--- src/rtl/usbf_req_sched.sv ---
// hclk-domain round-robin scheduler for EP rd/wt request pulses toward the phyclk synchronisers.
// Optional: define USBF_REQ_SCHED_WT_PRIO_EN for two-tier arbitration (writes first).
module usbf_req_sched #(
  parameter int EP_NUM = 4,
  parameter int DATA_W = 32,
  parameter int LEAD   = 2,
  parameter int GAP    = 6
) (
  input  logic                     hclk_i,
  input  logic                     rst_i,
  input  logic [EP_NUM-1:0]        rd_req_i,
  input  logic [EP_NUM-1:0]        wt_req_i,
  input  logic [DATA_W*EP_NUM-1:0] wt_data_i,
  input  logic [EP_NUM-1:0]        flush_i,
  input  logic                     ovf_clr_i,
  output logic [EP_NUM-1:0]        rd_req_o,
  output logic [EP_NUM-1:0]        wt_req_o,
  output logic [DATA_W*EP_NUM-1:0] tx_data_o,
  output logic [2*EP_NUM-1:0]      pend_o,
  output logic                     busy_o,
  output logic [2*EP_NUM-1:0]      ovf_o
);

  localparam int SRC = 2 * EP_NUM;
  localparam int SW  = $clog2(SRC);
  localparam int EW  = (EP_NUM > 1) ? $clog2(EP_NUM) : 1;
  localparam int MX  = (LEAD > GAP) ? LEAD : GAP;
  localparam int CW  = $clog2(MX + 1);

  typedef enum logic [1:0] {
    IDLE,
    SETUP,
    ISSUE,
    GUARD
  } state_t;

  state_t              state_q, state_d;
  logic [CW-1:0]       cnt_q, cnt_d;
  logic [SW-1:0]       gnt_q, gnt_d;
  logic [SRC-1:0]      pend_q, pend_d;
  logic [SRC-1:0]      ovf_q, ovf_d;
  logic [EP_NUM-1:0]   rd_p_q, rd_p_d;
  logic [EP_NUM-1:0]   wt_p_q, wt_p_d;
  logic [DATA_W-1:0]   shadow_q [EP_NUM];
  logic [DATA_W-1:0]   shadow_d [EP_NUM];
  logic [DATA_W-1:0]   tx_q [EP_NUM];
  logic [DATA_W-1:0]   tx_d [EP_NUM];

`ifdef USBF_REQ_SCHED_WT_PRIO_EN
  logic [EW-1:0]       wptr_q, wptr_d;
  logic [EW-1:0]       rptr_q, rptr_d;
  logic [SW:0]         wpick;
  logic [SW:0]         rpick;
`else
  logic [SW-1:0]       rr_q, rr_d;
`endif

  logic [SRC-1:0]      req_all;
  logic [SRC-1:0]      flush_all;
  logic [SRC-1:0]      cand;
  logic [SRC-1:0]      clr;
  logic [SW:0]         pick;
  logic [EP_NUM-1:0]   gep_oh;
  logic                gnt_wt;
  int                  gep;
  int                  p;

  // First set bit of vec[base +: n] at or after ptr, cyclic; msb = found.
  function automatic logic [SW:0] rr_pick(
    input logic [SRC-1:0] vec,
    input int             base,
    input int             n,
    input int             ptr
  );
    logic [SW:0]    r;
    logic [SRC-1:0] sh;
    int             k;
    r = '0;
    for (int i = n - 1; i >= 0; i--) begin
      k = ptr + i;
      if (k >= n) k = k - n;
      sh = vec >> (base + k);
      if (sh[0]) r = {1'b1, SW'(base + k)};
    end
    return r;
  endfunction

  assign req_all   = {wt_req_i, rd_req_i};
  assign flush_all = {flush_i, flush_i};
  assign cand      = pend_q & ~flush_all;

  always_comb begin
    gnt_wt = (int'(gnt_q) >= EP_NUM);
    gep    = gnt_wt ? int'(gnt_q) - EP_NUM : int'(gnt_q);
    gep_oh = EP_NUM'(1) << gep;
  end

`ifdef USBF_REQ_SCHED_WT_PRIO_EN
  always_comb begin
    wpick = rr_pick(cand, EP_NUM, EP_NUM, int'(wptr_q));
    rpick = rr_pick(cand, 0, EP_NUM, int'(rptr_q));
    pick  = wpick[SW] ? wpick : rpick;
  end
`else
  always_comb begin
    pick = rr_pick(cand, 0, SRC, int'(rr_q));
  end
`endif

  always_comb begin
    state_d = state_q;
    cnt_d   = cnt_q;
    gnt_d   = gnt_q;
    clr     = '0;
    rd_p_d  = '0;
    wt_p_d  = '0;
    p       = int'(pick[SW-1:0]);
    tx_d    = tx_q;
`ifdef USBF_REQ_SCHED_WT_PRIO_EN
    wptr_d  = wptr_q;
    rptr_d  = rptr_q;
`else
    rr_d    = rr_q;
`endif
    unique case (state_q)
      IDLE: begin
        if (pick[SW]) begin
          gnt_d   = pick[SW-1:0];
          clr     = SRC'(1) << p;
          state_d = SETUP;
          cnt_d   = '0;
`ifdef USBF_REQ_SCHED_WT_PRIO_EN
          if (p >= EP_NUM) begin
            wptr_d = (p - EP_NUM + 1 >= EP_NUM) ? '0 : EW'(p - EP_NUM + 1);
          end else begin
            rptr_d = (p + 1 >= EP_NUM) ? '0 : EW'(p + 1);
          end
`else
          rr_d = (p + 1 >= SRC) ? '0 : SW'(p + 1);
`endif
          for (int e = 0; e < EP_NUM; e++) begin
            if (p == e + EP_NUM) tx_d[e] = shadow_q[e];
          end
        end
      end
      SETUP: begin
        // A flush of the granted EP aborts before any pulse leaves.
        if (|(flush_i & gep_oh)) begin
          state_d = IDLE;
          cnt_d   = '0;
        end else if (cnt_q == CW'(LEAD - 1)) begin
          state_d = ISSUE;
          cnt_d   = '0;
          rd_p_d  = gnt_wt ? '0 : gep_oh;
          wt_p_d  = gnt_wt ? gep_oh : '0;
        end else begin
          cnt_d = cnt_q + 1'b1;
        end
      end
      ISSUE: begin
        state_d = GUARD;
        cnt_d   = '0;
      end
      GUARD: begin
        if (cnt_q == CW'(GAP - 1)) begin
          state_d = IDLE;
          cnt_d   = '0;
        end else begin
          cnt_d = cnt_q + 1'b1;
        end
      end
      default: begin
        state_d = IDLE;
        cnt_d   = '0;
      end
    endcase
  end

  // A new request survives its own grant-clear; flush beats both.
  always_comb begin
    pend_d = ((pend_q & ~clr) | req_all) & ~flush_all;
    ovf_d  = ovf_clr_i ? '0 : ovf_q;
    ovf_d  = ovf_d | (req_all & pend_q & ~clr & ~flush_all);
    shadow_d = shadow_q;
    for (int e = 0; e < EP_NUM; e++) begin
      if (wt_req_i[e]) shadow_d[e] = wt_data_i[e*DATA_W +: DATA_W];
    end
  end

  always_ff @(posedge hclk_i) begin
    if (rst_i) begin
      state_q <= IDLE;
      cnt_q   <= '0;
      gnt_q   <= '0;
      pend_q  <= '0;
      ovf_q   <= '0;
      rd_p_q  <= '0;
      wt_p_q  <= '0;
      for (int e = 0; e < EP_NUM; e++) begin
        shadow_q[e] <= '0;
        tx_q[e]     <= '0;
      end
`ifdef USBF_REQ_SCHED_WT_PRIO_EN
      wptr_q  <= '0;
      rptr_q  <= '0;
`else
      rr_q    <= '0;
`endif
    end else begin
      state_q  <= state_d;
      cnt_q    <= cnt_d;
      gnt_q    <= gnt_d;
      pend_q   <= pend_d;
      ovf_q    <= ovf_d;
      rd_p_q   <= rd_p_d;
      wt_p_q   <= wt_p_d;
      shadow_q <= shadow_d;
      tx_q     <= tx_d;
`ifdef USBF_REQ_SCHED_WT_PRIO_EN
      wptr_q   <= wptr_d;
      rptr_q   <= rptr_d;
`else
      rr_q     <= rr_d;
`endif
    end
  end

  for (genvar g = 0; g < EP_NUM; g++) begin : g_tx
    assign tx_data_o[g*DATA_W +: DATA_W] = tx_q[g];
  end

  assign rd_req_o = rd_p_q;
  assign wt_req_o = wt_p_q;
  assign pend_o   = pend_q;
  assign busy_o   = (state_q != IDLE);
  assign ovf_o    = ovf_q;

endmodule
--- config.mk ---
export PLATFORM = sky130hd
export DESIGN_NAME = usbf_req_sched
export DESIGN_NICKNAME = d
export VERILOG_FILES = /design/src/rtl/usbf_req_sched.sv
export SDC_FILE = /design/constraint.sdc
export NUM_CORES = 1
export LEC_CHECK = 0
export ABC_AREA = 1
export BUFFER_PORTS_ARGS = -buffer_cell sky130_fd_sc_hd__buf_2
export CAP_MARGIN = 0
export CORE_ASPECT_RATIO = 1.4
export CORE_MARGIN = 5
export CORE_UTILIZATION = 52
export DETAILED_ROUTE_END_ITERATION = 10
export PLACE_DENSITY_LB_ADDON = 0.1
export RECOVER_POWER = 100
export SKIP_LAST_GASP = 1
export SLEW_MARGIN = 10
export SYNTH_ARGS = -nofsm -noshare
export SYNTH_HDL_FRONTEND = slang
export SYNTH_SLANG_ARGS = --single-unit
--- constraint.sdc ---
create_clock -name hclk_i -period 4.1 [get_ports hclk_i]
set_clock_uncertainty 0.2 [all_clocks]
set_input_delay 0.615 -clock hclk_i [delete_from_list [all_inputs] [get_ports hclk_i]]
set_output_delay 0.615 -clock hclk_i [all_outputs]
set_load 0.005 [all_outputs]
== Word-level counts from Yosys, hierarchy flattened ==
Index checks and enable logic that the tools add are counted.
W data, S select, Z words.

* Add/subtract/negate cells: 18
* $mul: 0
* Div/mod/pow operators: 0
* Magnitude comparators: 10
* Eq/ne operators: 12
* Shift operators: 10
* Multiplexer cells: 31
* Bitwise logic cells: 14
* Reductions and logical operators: 11

{| class="wikitable"
|+ Operators by type and width
! operator !! number
|-
| $mux W32 || 9
|-
| $shr A8 B32 Y1 || 8
|-
| $and A8 B8 Y8 || 6
|-
| $sub A4 B4 Y5 const B || 7
|-
| $ge A32 B5 Y1 const B || 1
|-
| $mux W4 || 8
|-
| $shl A1 B32 Y4 const A || 1
|-
| $ge A4 B4 Y1 const B || 7
|-
| $mux W8 || 3
|-
| $add A3 B3 Y4 const B || 4
|-
| $not A8 Y8 || 2
|-
| $or A8 B8 Y8 || 2
|-
| $reduce_or A8 Y1 || 2
|-
| $mux W3 || 5
|-
| $reduce_and A3 Y1 || 5
|-
| $pmux W3 S4 || 1
|-
| $eq A3 B3 Y1 const B || 3
|-
| $add A3 B1 Y4 const B || 2
|-
| $add A3 B2 Y4 const B || 2
|-
| $mux W2 || 4
|-
| $pmux W2 S4 || 1
|-
| $shl A1 B3 Y8 const A || 1
|-
| $eq A3 B1 Y1 const B || 2
|-
| $sub A3 B4 Y5 const B || 1
|-
| other kinds (15) || 19
|}

* Register bits after elaboration: 291
* Latch bits: 0
* RAM bits: 0
* ROM bits: 0
* Input port bits: 143
* Output and inout bits: 153
* Logic and storage cells: 122
* Memories kept: 0

== Logic depth before layout (Yosys ltp) ==
* Depth in word-level cells: 19
* Gate-level depth with buffers: 25
* Mapped depth without buffers: 22

== Worst setup path after synthesis ==
Ideal clock, no wire load.

* Path type: register -> register
* Start point: register rr_q[1]
* End point: register tx_q (netlist bit tx_data_o[121])
* Arrival time: 3214 ps
* Required time: 3830 ps
* Path slack: 616 ps
* Stages on the path, launching flop included: 21
* Buffers on the path: 4
* Path through: dfxtp_1 > buf_2 > inv_2 > ha_1 > clkbuf_1 > inv_1 > nand3_1 > nand3_2 > nand2_2 > clkinv_1 > nand3_1 > nand3_1 > nand2_1 > nand2_1 > a21oi_1 > ha_1 > ha_1 > clkbuf_1 > buf_1 > nand3_1 > a21oi_1

* Cells in the longest elaborated chain, start to end: 14

{| class="wikitable"
|+ Ends and longest elaborated chain
! element !! line !! source
|-
| start: declaration || 55 || <nowiki>logic [SW-1:0] rr_q, rr_d;</nowiki>
|-
| start signal: assignment || 223 || <nowiki>rr_q <= rr_d;</nowiki>
|-
| $add A3 B3 Y4 || 80 || <nowiki>k = ptr + i;</nowiki>
|-
| $sub A4 B4 Y5 or $ge A4 B4 Y1 (tied branches) || 81 || <nowiki>if (k >= n) k = k - n;</nowiki>
|-
| $mux W32 || 81 ||
|-
| $shr A8 B32 Y1 || 82 || <nowiki>sh = vec >> (base + k);</nowiki>
|-
| $mux W4 (7 in a row) || 83 || <nowiki>if (sh[0]) r = {1'b1, SW'(base + k)};</nowiki>
|-
| $mux W4 * || 83 ||
|-
| via pick[0] || 62 || <nowiki>logic [SW:0] pick;</nowiki>
|-
| $eq A3 B1 Y1 * || 142 || <nowiki>if (p == e + EP_NUM) tx_d[e] = shadow_q[e];</nowiki>
|-
| $reduce_and A3 Y1 (no line) * || n/a ||
|-
| end signal: assignment || 218 || <nowiki>tx_q <= tx_d;</nowiki>
|-
| end: declaration || 46 || <nowiki>logic [DATA_W-1:0] tx_q [EP_NUM];</nowiki>
|}

Mark *: on every way through the listed nets, which the timed path passes. The rest lies on a longest branch.
A chain may end at the register's enable or synchronous reset.

== Worst setup path after layout ==
* Start point: register rr_q[2]
* End point: register ovf_q[7] (netlist: ovf_o[7])

* Cells in the longest elaborated chain, start to end: 19

{| class="wikitable"
|+ Ends and longest elaborated chain
! element !! line !! source
|-
| $add A3 B3 Y4 || 80 ||
|-
| $sub A4 B4 Y5 or $ge A4 B4 Y1 (tied branches) || 81 ||
|-
| $mux W32 || 81 ||
|-
| $shr A8 B32 Y1 || 82 ||
|-
| $mux W4 (7 in a row) || 83 ||
|-
| $mux W4 * || 83 ||
|-
| via pick[0] || 62 ||
|-
| $shl A1 B3 Y8 * || 129 || <nowiki>clr = SRC'(1) << p;</nowiki>
|-
| $mux W8 * || 127 || <nowiki>if (pick[SW]) begin</nowiki>
|-
| $mux W8 * || 125 || <nowiki>unique case (state_q)</nowiki>
|-
| $not A8 Y8 * || 183 || <nowiki>ovf_d = ovf_d | (req_all & pend_q & ~clr & ~flush_all);</nowiki>
|-
| $and A8 B8 Y8 * (2 in a row) || 183 ||
|-
| $or A8 B8 Y8 * || 183 ||
|-
| end signal: assignment || 214 || <nowiki>ovf_q <= ovf_d;</nowiki>
|-
| end: declaration || 41 || <nowiki>logic [SRC-1:0] ovf_q, ovf_d;</nowiki>
|}

Marks and branches as above.

==> flow_summary.json <==
{
  "root_buffer": "clkbuf_16",
  "setup_viol": 0,
  "ys_warn_count": 0,
  "seqPwrFrac_pct": 34.5,
  "p_sw_mw": 4.02,
  "grt_first_pass_wirelength_mm": 47.9,
  "synth_xor_area_share_pct": 0.157,
  "synth-seq-cells": 291,
  "wire_per_inst_um": 15.0,
  "muxShareOfSynthArea_pct": 0,
  "crit_family": "simple AND/OR/NAND/NOR gates",
  "initial_core_util_pct": 52.6,
  "place.gp.congestion": 0.854,
  "required_ns": 4.30,
  "htree_levels": 1,
  "synthToLayoutAreaGrowth_pct": 20.0,
  "synth-simple-area-share_pct": 25.9,
  "drv_slew": 0,
  "numCtsBuffers": 28,
  "rows": 63,
  "max-slew-margin-rel_pct": 9.91,
  "nFillCells": 2058,
  "wl_met2_mm": 14.7,
  "vias": 10100,
  "layout.nets": 1860,
  "clockBufferDepth": 3,
  "ys_async_sr_fraction_pct": 0,
  "grt_antenna_before_repair": 4,
  "post-route-period-util_pct": 90.7,
  "power_mw": 10.2,
  "p_int_mw": 6.13,
  "synth_compound_area_share_pct": 13.8,
  "power_density_nw_per_um2": 758,
  "wl_met3_mm": 2.27,
  "die_h_um": 183,
  "drv_cap": 0,
  "drcViolationCount": 0,
  "yosysMostFrequentCell": "nor2_1",
  "grt_remaining_overflow": 0,
  "die-area_um2": 24500,
  "finalHoldViolations": 0,
  "crit_slowest_cell": "dfxtp_1",
  "clock-sinks": 291,
  "p_clk_share_pct": 26.2,
  "dpl_worst_slack_ns": 0.403,
  "wl_met1_mm": 12.2,
  "drt_wl_total_mm": 29.8,
  "syn_inst": 1458,
  "max_freq_mhz": 269,
  "initialDrtViolationCount": 597,
  "combinationalPowerShare_pct": 39.3,
  "tightestPinTransition_ns": 1.35,
  "port-buffer-count": 295,
  "yosys.cell_types.count": 38,
  "status": "finished clean",
  "synth_top_area_share_pct": 52.2,
  "crit_arrival_ns": 3.92,
  "synth_top_cells_by_count": "nor2_1 (469), dfxtp_1 (291), o21ai_0 (216)",
  "worstPathCellList": "inv_1, ha_1, inv_1, nand2_1, nand3_1, o21ai_0, nand2_1, nand2_1, a21oi_1, a21oi_1, ha_1, ha_1, nand2_2, nand3_1, a21oi_1",
  "die_w_um": 134,
  "synthAdderAreaFrac_pct": 1.46,
  "cp-end-kind": "register",
  "ir_worst_vdd_mv": 0.506,
  "clkTransAtPathRegs_ns": 0.06,
  "ys_seq_area_share_pct": 52.2,
  "rsz0062_at_grt": "no",
  "drive_gt1_share_pct": 15.1,
  "synth_enable_flop_cells": 0,
  "critical-path-max-stage-delay_ns": 0.56,
  "ys.flop_type": "dfxtp_1",
  "drt-pass1-iter-count": 5,
  "synth_top_family_by_area": "simple AND/OR/NAND/NOR gates",
  "syn_area_um2": 11200,
  "ctsResizeCount": 0,
  "viasPerCell": 5.08,
  "min_period_ns": 3.72,
  "ant_nets": 0,
  "place_hpwl_mm": 20.2,
  "min_path_type": "in -> reg",
  "critPathBufInv": 2,
  "tns_ns": 0,
  "post-cts-setup-buffers": 0,
  "pin_count": 296,
  "fin_ws_ns": 0.380,
  "grt_pass1_vias": 9726,
  "cp-start-kind": "register",
  "postCtsHoldBufs": 0,
  "track_usage_pct": 23.4,
  "core_um2": 21200,
  "p_leak_nw": 5.78,
  "clk_latency_ns": 0.54,
  "switching_share_pct": 39.6,
  "syn_nets": 1614,
  "path_max_fanout": 34,
  "timing_worst_setup_path_type": "reg -> reg",
  "synth_top_cell_by_area": "dfxtp_1",
  "cts_tree": "done",
  "grt_max_degree": 176,
  "routed.top_layer": "met5",
  "avgSynthCellArea_um2": 7.65,
  "synthTopCellsByArea": "dfxtp_1 (52%), nor2_1 (16%), o21ai_0 (9.7%)"
}
-- path summary, 6_finish.rpt --
path / from / endpoint / slack [ns] / cells after the start
setup / recovery: rr_q[2] / ovf_o[7] / 0.38 / 15
hold / removal: wt_data_i[99] / shadow_q[3] / 0.1 / 3
setup reg to reg: rr_q[2] / ovf_o[7] / 0.38 / 15
hold reg to reg: tx_data_o[117] / tx_data_o[117] / 0.26 / 2
-- area by class of cell --
class                           count  area, um^2  area share (%)
Inverter                           62         244            1.82
Tap cell                          260         325            2.43
Clock buffer                       41         830            6.20
Sequential cell                   291        5830            43.5
Multi-Input combinational cell   1016        4600            34.3
Timing Repair Buffer              305        1420            10.6
Clock inverter                     10         146            1.09
Antenna cell                        1        2.50          0.0187
-- metal layers --
layer,GRT usage [%],up-vias
met5,0,-
met4,6.42,6
met3,5.65,51
met2,41.8,292
met1,28.0,4542
li1,-,5204
-- per-stage QoR --
step                instances  hold slack (ns)  area [um^2]  util [%]
floorplan                1458            0.256        11200         -
global placement         1934            0.245        12600      59.3
detailed placement       1934            0.255        12600      59.3
CTS                      1985           0.0827        13500      63.9
global route             1986           0.0899        13400      63.1
finish                   1986           0.0992        13400      63.1
-- worst register-to-register path: stages (launching register included) --
cell and delay [ns]:
dfxtp_1 0.56, inv_1 0.19, ha_1 0.43, inv_1 0.11, nand2_1 0.10, nand3_1 0.15
o21ai_0 0.19, nand2_1 0.09, nand2_1 0.06, a21oi_1 0.05, a21oi_1 0.35, ha_1 0.26
ha_1 0.19, nand2_2 0.39, nand3_1 0.19, a21oi_1 0.08
-- power groups by stage --
| stage | sequential [mW] | combinational, mW | clock [mW] |
|---|---|---|---|
| final | 3.50 | 3.99 | 2.66 |
| after global routing | 3.55 | 4.55 | 2.85 |
| after CTS | 3.50 | 4.11 | 2.72 |
| after detailed placement | 3.56 | 4.10 | 0 |
| after global placement | 3.55 | 4.05 | 0 |
| after floorplan | 3.54 | 3.23 | 0 |
-- cells by family after synthesis --
group,count (synthesis)
simple gates,698
compound gates,303
flops,291
buf+inv,151
fa+ha+maj,13
xor+xnor,2
-- flip-flops by register name, indices dropped and copies added, names as in the netlist, named ones only --
signal,flops
tx_data_o,128
rr_q,3
state_q,1
wt_req_o,4
cnt_q,3
rd_req_o,4
ovf_o,8
pend_o,8
gnt_q,3
shadow_q,128
-- placed cells by master, fill, tap and decap left out, types with 12 or more instances in the layout --
cell type | netlist | layout
a21oi_1 | 62 | 62
buf_2 | 5 | 186
clkbuf_1 | 61 | 114
clkbuf_16 | 0 | 28
dfxtp_1 | 291 | 291
ha_1 | 13 | 13
inv_1 | 52 | 51
nand2_1 | 109 | 109
nand3_1 | 86 | 86
nor2_1 | 469 | 469
nor3_1 | 11 | 12
o21ai_0 | 216 | 216
o21ai_1 | 18 | 18
Note: power is estimated with default switching activity, not from simulation.
